--- src/rtl/reg_wb_arbiter_pkg.sv ---
// Shared register-file constants and the write-port record used by the writeback arbiter.
package reg_wb_arbiter_pkg;

  localparam int REG_ADDR_W = 4;
  localparam int REG_DATA_W = 16;
  localparam int NUM_REGS   = 16;
  localparam int BYTE_W     = 8;

  typedef struct packed {
    logic                  en;
    logic [REG_ADDR_W-1:0] addr;
    logic                  wide;
    logic [BYTE_W-1:0]     data;
    logic [REG_DATA_W-1:0] data_wide;
  } wr_port_t;

  function automatic logic [NUM_REGS-1:0] reg_onehot(input logic en,
                                                     input logic [REG_ADDR_W-1:0] addr);
    reg_onehot = '0;
    reg_onehot[addr] = en;
  endfunction

endpackage

--- src/rtl/reg_wb_arbiter_rr_pick.sv ---
// Round-robin picker: first set mask bit at or after start, wrapping modulo N.
module wb_rr_pick
  import reg_wb_arbiter_pkg::*;
#(
  parameter int N     = 3,
  parameter int PTR_W = 2
) (
  input  logic [N-1:0]     mask,
  input  logic [PTR_W-1:0] start,
  output logic             found,
  output logic [PTR_W-1:0] idx
);

  localparam int SW = PTR_W + 1;

  logic [SW-1:0]    sum_arr [N];
  logic [PTR_W-1:0] pos_arr [N];

  generate
    for (genvar gi = 0; gi < N; gi++) begin : g_pos
      assign sum_arr[gi] = {1'b0, start} + SW'(gi);
      assign pos_arr[gi] = (sum_arr[gi] >= SW'(N)) ? PTR_W'(sum_arr[gi] - SW'(N))
                                                   : sum_arr[gi][PTR_W-1:0];
    end
  endgenerate

  // Walk the scan order backwards so the earliest hit is the last assignment.
  always_comb begin
    found = 1'b0;
    idx   = '0;
    for (int k = N - 1; k >= 0; k--) begin
      if (mask[pos_arr[k]]) begin
        found = 1'b1;
        idx   = pos_arr[k];
      end
    end
  end

endmodule

--- src/rtl/reg_wb_arbiter.sv ---
// Writeback arbiter: round-robin share of the two register-file write ports
// between NUM_REQ requesters, with a registered port stage.
module reg_wb_arbiter
  import reg_wb_arbiter_pkg::*;
#(
  parameter int NUM_REQ = 3
) (
  input  logic                             clk,
  input  logic                             rst_n,
  input  logic                             hold_i,
  input  logic [NUM_REQ-1:0]               req_valid,
  output logic [NUM_REQ-1:0]               req_ready,
  input  logic [REG_ADDR_W*NUM_REQ-1:0]    req_addr,
  input  logic [NUM_REQ-1:0]               req_wide,
  input  logic [REG_DATA_W*NUM_REQ-1:0]    req_data,
  output logic                             wr_a_en,
  output logic [REG_ADDR_W-1:0]            wr_a_addr,
  output logic                             wr_a_wide,
  output logic [BYTE_W-1:0]                wr_a_data,
  output logic [REG_DATA_W-1:0]            wr_a_data_wide,
  output logic                             wr_b_en,
  output logic [REG_ADDR_W-1:0]            wr_b_addr,
  output logic                             wr_b_wide,
  output logic [BYTE_W-1:0]                wr_b_data,
  output logic [REG_DATA_W-1:0]            wr_b_data_wide,
  output logic [NUM_REGS-1:0]              pend_mask
);

  localparam int PTR_W = $clog2(NUM_REQ);

  logic [REG_ADDR_W-1:0] addr_arr [NUM_REQ];
  logic [REG_DATA_W-1:0] data_arr [NUM_REQ];
  logic [NUM_REQ-1:0]    elig;
  logic [NUM_REQ-1:0]    mask_b;
  logic                  found_a, found_b, win_a, win_b;
  logic [PTR_W-1:0]      idx_a, idx_b;
  logic [REG_ADDR_W-1:0] addr_a;
  logic [PTR_W-1:0]      rr_ptr_reg, rr_ptr_next;
  wr_port_t              port_a_reg, port_a_next;
  wr_port_t              port_b_reg, port_b_next;

  assign addr_a = addr_arr[idx_a];
  assign win_a  = found_a && !hold_i;
  assign win_b  = found_b && !hold_i;

  // R0 writes are acknowledged and dropped without taking a port slot.
  generate
    for (genvar gi = 0; gi < NUM_REQ; gi++) begin : g_req
      assign addr_arr[gi]  = req_addr[gi*REG_ADDR_W +: REG_ADDR_W];
      assign data_arr[gi]  = req_data[gi*REG_DATA_W +: REG_DATA_W];
      assign elig[gi]      = req_valid[gi] && (addr_arr[gi] != '0);
      assign mask_b[gi]    = elig[gi] && (addr_arr[gi] != addr_a);
      assign req_ready[gi] = !hold_i && req_valid[gi] &&
                             ((addr_arr[gi] == '0) ||
                              (win_a && (idx_a == PTR_W'(gi))) ||
                              (win_b && (idx_b == PTR_W'(gi))));
    end
  endgenerate

  wb_rr_pick #(.N(NUM_REQ), .PTR_W(PTR_W)) u_pick_a (
    .mask  (elig),
    .start (rr_ptr_reg),
    .found (found_a),
    .idx   (idx_a)
  );

  wb_rr_pick #(.N(NUM_REQ), .PTR_W(PTR_W)) u_pick_b (
    .mask  (mask_b),
    .start (rr_ptr_reg),
    .found (found_b),
    .idx   (idx_b)
  );

  function automatic wr_port_t load_port(input wr_port_t              cur,
                                         input logic                  win,
                                         input logic [REG_ADDR_W-1:0] addr,
                                         input logic                  wide,
                                         input logic [REG_DATA_W-1:0] data);
    load_port      = cur;
    load_port.en   = win;
    load_port.wide = 1'b0;
    if (win) begin
      load_port.addr      = addr;
      load_port.wide      = wide;
      load_port.data      = data[BYTE_W-1:0];
      load_port.data_wide = data;
    end
  endfunction

  assign port_a_next = load_port(port_a_reg, win_a, addr_a, req_wide[idx_a], data_arr[idx_a]);
  assign port_b_next = load_port(port_b_reg, win_b, addr_arr[idx_b], req_wide[idx_b],
                                 data_arr[idx_b]);

  // Pointer moves just past winner A so a conflict loser leads the next scan.
  assign rr_ptr_next = !win_a ? rr_ptr_reg :
                       (idx_a == PTR_W'(NUM_REQ - 1)) ? '0 : idx_a + 1'b1;

  always_ff @(posedge clk or negedge rst_n) begin
    if (!rst_n) begin
      port_a_reg <= '0;
      port_b_reg <= '0;
      rr_ptr_reg <= '0;
    end else begin
      port_a_reg <= port_a_next;
      port_b_reg <= port_b_next;
      rr_ptr_reg <= rr_ptr_next;
    end
  end

  assign wr_a_en        = port_a_reg.en;
  assign wr_a_addr      = port_a_reg.addr;
  assign wr_a_wide      = port_a_reg.wide;
  assign wr_a_data      = port_a_reg.data;
  assign wr_a_data_wide = port_a_reg.data_wide;
  assign wr_b_en        = port_b_reg.en;
  assign wr_b_addr      = port_b_reg.addr;
  assign wr_b_wide      = port_b_reg.wide;
  assign wr_b_data      = port_b_reg.data;
  assign wr_b_data_wide = port_b_reg.data_wide;

  assign pend_mask = (reg_onehot(port_a_reg.en, port_a_reg.addr) |
                      reg_onehot(port_b_reg.en, port_b_reg.addr)) &
                     {{(NUM_REGS-1){1'b1}}, 1'b0};

endmodule

--- config.mk ---
export PLATFORM = sky130hd
export DESIGN_NAME = reg_wb_arbiter
export DESIGN_NICKNAME = d
export VERILOG_FILES = /design/src/rtl/reg_wb_arbiter_pkg.sv /design/src/rtl/reg_wb_arbiter_rr_pick.sv /design/src/rtl/reg_wb_arbiter.sv
export SDC_FILE = /design/constraint.sdc
export NUM_CORES = 1
export LEC_CHECK = 0
export CORE_ASPECT_RATIO = 1.1
export CORE_MARGIN = 5
export CORE_UTILIZATION = 41
export CTS_CLUSTER_DIAMETER = 120
export CTS_CLUSTER_SIZE = 20
export DETAILED_ROUTE_END_ITERATION = 6
export HOLD_SLACK_MARGIN = 0.1
export PLACE_DENSITY = 0.77
export SYNTH_ARGS = -nofsm -noshare
export SYNTH_HDL_FRONTEND = slang
export SYNTH_SLANG_ARGS = --single-unit
--- constraint.sdc ---
create_clock -name clk -period 9.95 [get_ports clk]
set_input_delay 1.99 -clock clk [delete_from_list [all_inputs] [get_ports clk]]
set_output_delay 1.99 -clock clk [all_outputs]
set_load 0.03 [all_outputs]
* Yosys cells after proc, flatten, opt, wreduce, memory -nomap -nowiden
Index checks and enable logic that the tools add are counted.
** Storage, ports and cells
- Bits in registers :: 62
- Input port bits :: 69
- Logic and storage cells :: 130
** Cells by class
- Add/sub/neg operators :: 6
- Order comparisons :: 14
- Equal/unequal tests :: 7
- Mux-type cells :: 50
- Bitwise logic cells :: 5
- Reduce and logical (&&, ||, !) cells :: 37
** Operators with widths (count)
- binary-select mux 16 bit (select 2 bit) :: 2
- two-way mux 16 bit :: 4
- two-way mux 25 bit :: 2
- AND 16 bit :: 2
- logical AND 1 bit :: 22
- two-way mux 2 bit :: 10
- binary-select mux 1 bit (select 2 bit) :: 8
- binary-select mux 4 bit (select 2 bit) :: 2
- two-way mux 1 bit :: 16
- two-way mux 4 bit :: 4
- OR 16 bit :: 1
- < comparator 2 x 3 -> 1 bit (second input constant) :: 5
- zero test 4 bit :: 3
- != test 4 bit :: 3
- nonzero test 4 bit :: 3
- < comparator 4 x 5 -> 1 bit (second input constant) :: 2
- demux 1 bit (select 4 bit) :: 2
- greater-or-equal comparator 4 x 1 -> 1 bit (second input constant) :: 2
- greater-or-equal comparator 3 x 2 -> 1 bit (second input constant) :: 2
- greater-or-equal comparator 3 bit (second input constant) :: 2
- logical OR 1 bit :: 6
- inverter 2 -> 3 bit :: 2
- subtractor 2 bit (second input constant) :: 3
- == test 2 x 1 -> 1 bit (second input constant) :: 2
- other kinds (7) :: 9

* Depth between registers and ports, before layout
- Depth after elaboration :: 24
- Depth in mapped cells :: 13
- Depth with buffers taken out :: 11

* Cells and area by module
A second synthesis with hierarchy kept.
** Unflattened totals
- Cells, all modules :: 463
- Area, all modules :: 3683.5 µm²
** Modules (own cells, without submodules)
- reg_wb_arbiter :: instances 1, cells an instance 409, area each 3300.7 µm², sequential area each 1151.1 µm²
- wb_rr_pick :: instances 2, cells an instance 27, area each 191.4 µm², sequential area each 0.0 µm²

* Least setup slack after synthesis
No wires, ideal clock.
- Path type :: input port to output port
- From :: input port req_addr[5]
- To :: output port req_ready[2]
- Arrival :: 4862 ps
- Required time :: 7960 ps
- Slack :: 3098 ps
- Cell stages on the path :: 11
- Path through :: buf_2 o41ai_4 o211ai_4 nor4_1 a221oi_2 nor4_4 nor3_1 nor3_4 buf_6 a211oi_1 nor3_1
** Between the ends
- Cells in the longest elaborated chain, start to end :: 22
** Ends and longest elaborated chain
- start, declared :: RTL line reg_wb_arbiter.sv:13 : input logic [REG_ADDR_W*NUM_REQ-1:0] req_addr,
- nonzero test 4 bit :: RTL line reg_wb_arbiter.sv:51 : assign elig[gi] = req_valid[gi] && (addr_arr[gi] != '0);
- logical AND 1 bit :: RTL line reg_wb_arbiter.sv:51
- binary-select mux 1 bit (select 2 bit) :: RTL line reg_wb_arbiter_rr_pick.sv:32 : if (mask[pos_arr[k]]) begin
- two-way mux 1 bit (implied by the code) :: RTL line reg_wb_arbiter_rr_pick.sv:32
- two-way mux 2 bit (3 in series) :: RTL line reg_wb_arbiter_rr_pick.sv:32
- inverter 2 -> 3 bit (implied by the code) :: RTL line reg_wb_arbiter.sv:42 : assign addr_a = addr_arr[idx_a];
- binary-select mux 4 bit (select 2 bit) :: RTL line reg_wb_arbiter.sv:42
- two-way mux 4 bit (implied by the code) (2 in series) :: RTL line reg_wb_arbiter.sv:42
- != test 4 bit :: RTL line reg_wb_arbiter.sv:52 : assign mask_b[gi] = elig[gi] && (addr_arr[gi] != addr_a);
- logical AND 1 bit :: RTL line reg_wb_arbiter.sv:52
- binary-select mux 1 bit (select 2 bit) :: RTL line reg_wb_arbiter_rr_pick.sv:32
- two-way mux 1 bit (implied by the code) :: RTL line reg_wb_arbiter_rr_pick.sv:32
- two-way mux 2 bit or two-way mux 1 bit (tied branches) (3 in series) :: RTL line reg_wb_arbiter_rr_pick.sv:32
- == test 2 bit or logical AND 1 bit (tied branches) :: RTL line reg_wb_arbiter.sv:56, reg_wb_arbiter.sv:44
- logical AND 1 bit :: RTL line reg_wb_arbiter.sv:56 : (win_b && (idx_b == PTR_W'(gi))));
- logical OR 1 bit (*) :: RTL line reg_wb_arbiter.sv:55 : (win_a && (idx_a == PTR_W'(gi))) ||
- logical AND 1 bit (*) :: RTL line reg_wb_arbiter.sv:53 : assign req_ready[gi] = !hold_i && req_valid[gi] &&
- end, declared :: RTL line reg_wb_arbiter.sv:12 : output logic [NUM_REQ-1:0] req_ready,
Every way passes the cells marked *; elsewhere a longest branch is shown, timed or not. The select of a mux whose other input is x is not followed.

* Worst setup path after layout
- From :: input port req_addr[4]
- To :: output port req_ready[0]
** Between the ends
- Cells in the longest elaborated chain, start to end :: 22
** Ends and longest elaborated chain (RTL line)
- nonzero test 4 bit :: reg_wb_arbiter.sv:51
- logical AND 1 bit :: reg_wb_arbiter.sv:51
- binary-select mux 1 bit (select 2 bit) :: reg_wb_arbiter_rr_pick.sv:32
- two-way mux 1 bit (implied by the code) :: reg_wb_arbiter_rr_pick.sv:32
- two-way mux 2 bit (3 in series) :: reg_wb_arbiter_rr_pick.sv:32
- inverter 2 -> 3 bit (implied by the code) :: reg_wb_arbiter.sv:42
- binary-select mux 4 bit (select 2 bit) :: reg_wb_arbiter.sv:42
- two-way mux 4 bit (implied by the code) (2 in series) :: reg_wb_arbiter.sv:42
- != test 4 bit :: reg_wb_arbiter.sv:52
- logical AND 1 bit :: reg_wb_arbiter.sv:52
- binary-select mux 1 bit (select 2 bit) :: reg_wb_arbiter_rr_pick.sv:32
- two-way mux 1 bit (implied by the code) :: reg_wb_arbiter_rr_pick.sv:32
- two-way mux 2 bit or two-way mux 1 bit (tied branches) (3 in series) :: reg_wb_arbiter_rr_pick.sv:32
- zero test 2 bit or logical AND 1 bit (tied branches) :: reg_wb_arbiter.sv:56, reg_wb_arbiter.sv:44
- logical AND 1 bit :: reg_wb_arbiter.sv:56
- logical OR 1 bit (*) :: reg_wb_arbiter.sv:55
- logical AND 1 bit (*) :: reg_wb_arbiter.sv:53
Marks and branches as above.

==> reports/metrics.yaml <==
worst_clock_skew_ps: 9.06
fin_cells: 627
count_of_flip_flops_with_a_built_in_enable_after_synthesis: 0
preCtsSetupSlack_ps: 2050
pin_count: 148
synth_flop_cell: "sky130_fd_sc_hd__dfrtp_1"
fp.coreArea_um2: 8740
period_share: 0.796
max_vdd_drop_mv: 0.155
outcome: "finished clean"
worst_hold_path_type: "reg -> reg"
utilization: 0.584
die_area_um2: 10800
cts_tree: "yes"
setup_repair_after_global_routing_missed_its_margin: "no"
cts-root-buf: "sky130_fd_sc_hd__clkbuf_8"
timing.final.crit_period_ps: 7920
clkLatencyLatePin_ps: 300
max_slew.worst_pin.slew_ps: 1030
syn-cell-area_um2: 3630
antenna_cells_inserted: 0
fp-row-count: 36
first_global_vias: 3551
tns_ps: 0
syn_to_final_growth_pct: 40.6
final-hold-violation-count: 0
drt_drc_violations_left: 0
max_cap_viol_count: 0
grt_pass1_wl_um: 17800
fin_hold_ws_ps: 497
design.final.nets: 583
detail_route.iter0.violations: 193
power.density_cell_area_nw_per_um2: 315
grt_antenna_before_repair: 0
crit_start: "req_addr[4]"
number_of_sinks_driven_by_the_clock_tree: 46
cts.hold.buffers_added: 0
reg2reg_to: "wr_b_data_wide[14]$_DFFE_PN0P_"
pin_count_of_the_biggest_net_entering_global_routing: 47
cts.reportedPaths.clkPinSlew_ps: 80
post-synth-top-area-fraction: 0.317
final-max-slew-violation-count: 0
crit-reg2reg-launch: "rr_ptr_reg[0]$_DFFE_PN0P_"
number_of_buffers_added_by_the_clock_tree_synthesis_step: 5
chip_height_um: 109
crit_path_max_fanout: 10
path_class: "in -> out"
finalWirelength_um: 11500
fraction_of_layout_cells_with_a_size_suffix_above_1: 0.0877
synth_top_area_cell: "sky130_fd_sc_hd__dfrtp_1"
floorplan.initialDensity: 0.415
worst-endpoint-arrival_ps: 5940
p_leak_nw: 1.93
critPathLaunchType: "primary input"
gp_congestion: 0.958
overflow: 0
synth.top_cells.by_area: "sky130_fd_sc_hd__dfrtp_1 (32%), sky130_fd_sc_hd__mux2i_1 (6.6%), sky130_fd_sc_hd__nand2_1 (5.7%)"
worst_r2r_path_depth: 12
cts-htree-levels: 2
synthesis.nets: 470
synth_cell_types: 59
postSynthRegisterBits: 46
achievable-frequency_mhz: 126
drt-wirelength-per-cell_um: 18.4
sequential_element_share_of_the_synthesized_area: 0.317
via_per_inst: 5.60
synthesis.area_per_instance_um2: 9.10
worst-endpoint-required_ps: 7960
post-place-cells: 619
max-slew-margin-rel: 0.312
cts-root-to-sink-buffers: 2
global_route.usage.total: 0.204
yosysWarningCount: 0
routed-via-count: 3511
crit_path_end: "req_ready[0]"
post-dp-hpwl_um: 8600
syn_inst: 399
number_of_nets_with_antenna_violations_after_detailed_routing: 0
worst_slack_ps: 2030
critPathCaptureType: "primary output"
regToRegSetupSlack_ps: 6020
cts_setup_buffers: 0
post_cts_resize_count: 0
horizontal_die_dimension_um: 99.7
postSynth.asyncResetShare: 1.00
placement.io_buffers: 146
detail_route.first_pass.iterations: 4
setup_viol: 0
==> cell usage in the layout, fill, tap and decap left out, types with 3 or more instances in the layout <==
cell type / instances
sky130_fd_sc_hd__inv_1: 6
sky130_fd_sc_hd__and2_1: 3
sky130_fd_sc_hd__mux2i_1: 24
sky130_fd_sc_hd__or2_2: 3
sky130_fd_sc_hd__nor4_1: 5
sky130_fd_sc_hd__dfrtp_1: 46
sky130_fd_sc_hd__o21ai_1: 20
sky130_fd_sc_hd__or3_1: 3
sky130_fd_sc_hd__a31oi_1: 16
sky130_fd_sc_hd__nor2b_1: 9
sky130_fd_sc_hd__nand2_1: 55
sky130_fd_sc_hd__a22oi_1: 17
sky130_fd_sc_hd__nor3_1: 4
sky130_fd_sc_hd__nand3b_1: 4
sky130_fd_sc_hd__o21ai_0: 7
sky130_fd_sc_hd__xor2_1: 8
sky130_fd_sc_hd__mux2_1: 18
sky130_fd_sc_hd__clkbuf_8: 5
sky130_fd_sc_hd__o22ai_1: 16
sky130_fd_sc_hd__nand2b_1: 6
sky130_fd_sc_hd__clkdlybuf4s50_1: 145
sky130_fd_sc_hd__nand3_1: 4
sky130_fd_sc_hd__nor2_1: 22
sky130_fd_sc_hd__mux2_2: 7
sky130_fd_sc_hd__buf_4: 7
==> worst max-delay path, cell delays in order <==
cell	delay, ps
sky130_fd_sc_hd__clkdlybuf4s50_1	630
sky130_fd_sc_hd__o41ai_4	740
sky130_fd_sc_hd__o211a_4	280
sky130_fd_sc_hd__nand3_4	140
sky130_fd_sc_hd__a221oi_2	350
sky130_fd_sc_hd__nor4_4	120
sky130_fd_sc_hd__nor4b_2	410
sky130_fd_sc_hd__nor3_1	110
sky130_fd_sc_hd__o311ai_1	300
sky130_fd_sc_hd__and3_1	190
sky130_fd_sc_hd__clkdlybuf4s50_1	670
==> logic make-up (layout without fill, tap and decap cells) <==
kind of cell,after synthesis,in the layout,synth area share
flops,46,46,0.317
fa+ha+maj,3,3,0.00965
buf+inv,53,167,0.0865
xor+xnor,8,8,0.0193
mux,49,49,0.144
other cells,1,1,0.00103
simple gates,133,133,0.197
compound gates,106,106,0.225
==> where the power goes <==
group / total [W] / internal, W / switching, W
Combinational: 0.00114 / 0.000462 / 0.000681
Clock: 0.000113 / 0.0000497 / 0.0000633
Sequential: 0.000350 / 0.000278 / 0.0000726
Total: 0.00161 / 0.000789 / 0.000817
==> cell usage after synthesis, types with 11 or more instances <==
library cell,count
sky130_fd_sc_hd__clkbuf_1,14
sky130_fd_sc_hd__buf_2,11
sky130_fd_sc_hd__dfrtp_1,46
sky130_fd_sc_hd__a22oi_1,17
sky130_fd_sc_hd__a31oi_1,16
sky130_fd_sc_hd__buf_4,17
sky130_fd_sc_hd__o22ai_1,16
sky130_fd_sc_hd__mux2i_1,24
sky130_fd_sc_hd__o21ai_1,20
sky130_fd_sc_hd__nand2_1,55
sky130_fd_sc_hd__mux2_1,18
sky130_fd_sc_hd__nor2_1,22
==> area by class of cell <==
type / count / area, um2
repair buffers: 153 / 1510
multi-input cells: 300 / 2190
inverters: 6 / 22.5
flip-flops and latches: 46 / 1150
fillers: 787 / 3640
clock inverters: 2 / 13.8
clock buffers: 6 / 72.6
well taps: 114 / 143
==> worst min path at each step <==
stage                                    from                        endpoint  slack, ps  cells past startpoint
2_1_floorplan       rr_ptr_reg[1]$_DFFE_PN0P_       rr_ptr_reg[1]$_DFFE_PN0P_        540                      2
3_3_place_gp   wr_b_data_wide[10]$_DFFE_PN0P_  wr_b_data_wide[10]$_DFFE_PN0P_        470                      2
3_5_place_dp   wr_b_data_wide[13]$_DFFE_PN0P_  wr_b_data_wide[13]$_DFFE_PN0P_        480                      2
4_1_cts        wr_b_data_wide[13]$_DFFE_PN0P_  wr_b_data_wide[13]$_DFFE_PN0P_        500                      2
5_1_grt        wr_b_data_wide[15]$_DFFE_PN0P_  wr_b_data_wide[15]$_DFFE_PN0P_        540                      2
6_report       wr_b_data_wide[13]$_DFFE_PN0P_  wr_b_data_wide[13]$_DFFE_PN0P_        500                      2
==> layer usage <==
metal  global-route usage  up-vias  part of all wire
met2                0.367      111              0.52
met3               0.0294       15             0.049
met1                0.246     1702              0.41
li1                     -     1683                 -
met4               0.0722        0             0.019
met5                    0        -                 0
==> through the flow <==
| stage | cell area (um2) | power [W] |
|---|---|---|
| after global routing | 5100 | 0.00171 |
| after detailed placement | 5020 | 0.00150 |
| after floorplan | 3630 | 0.00113 |
| final | 5100 | 0.00161 |
| after global placement | 5020 | 0.00148 |
| after CTS | 5100 | 0.00162 |
(Power assumes the default switching activity.)
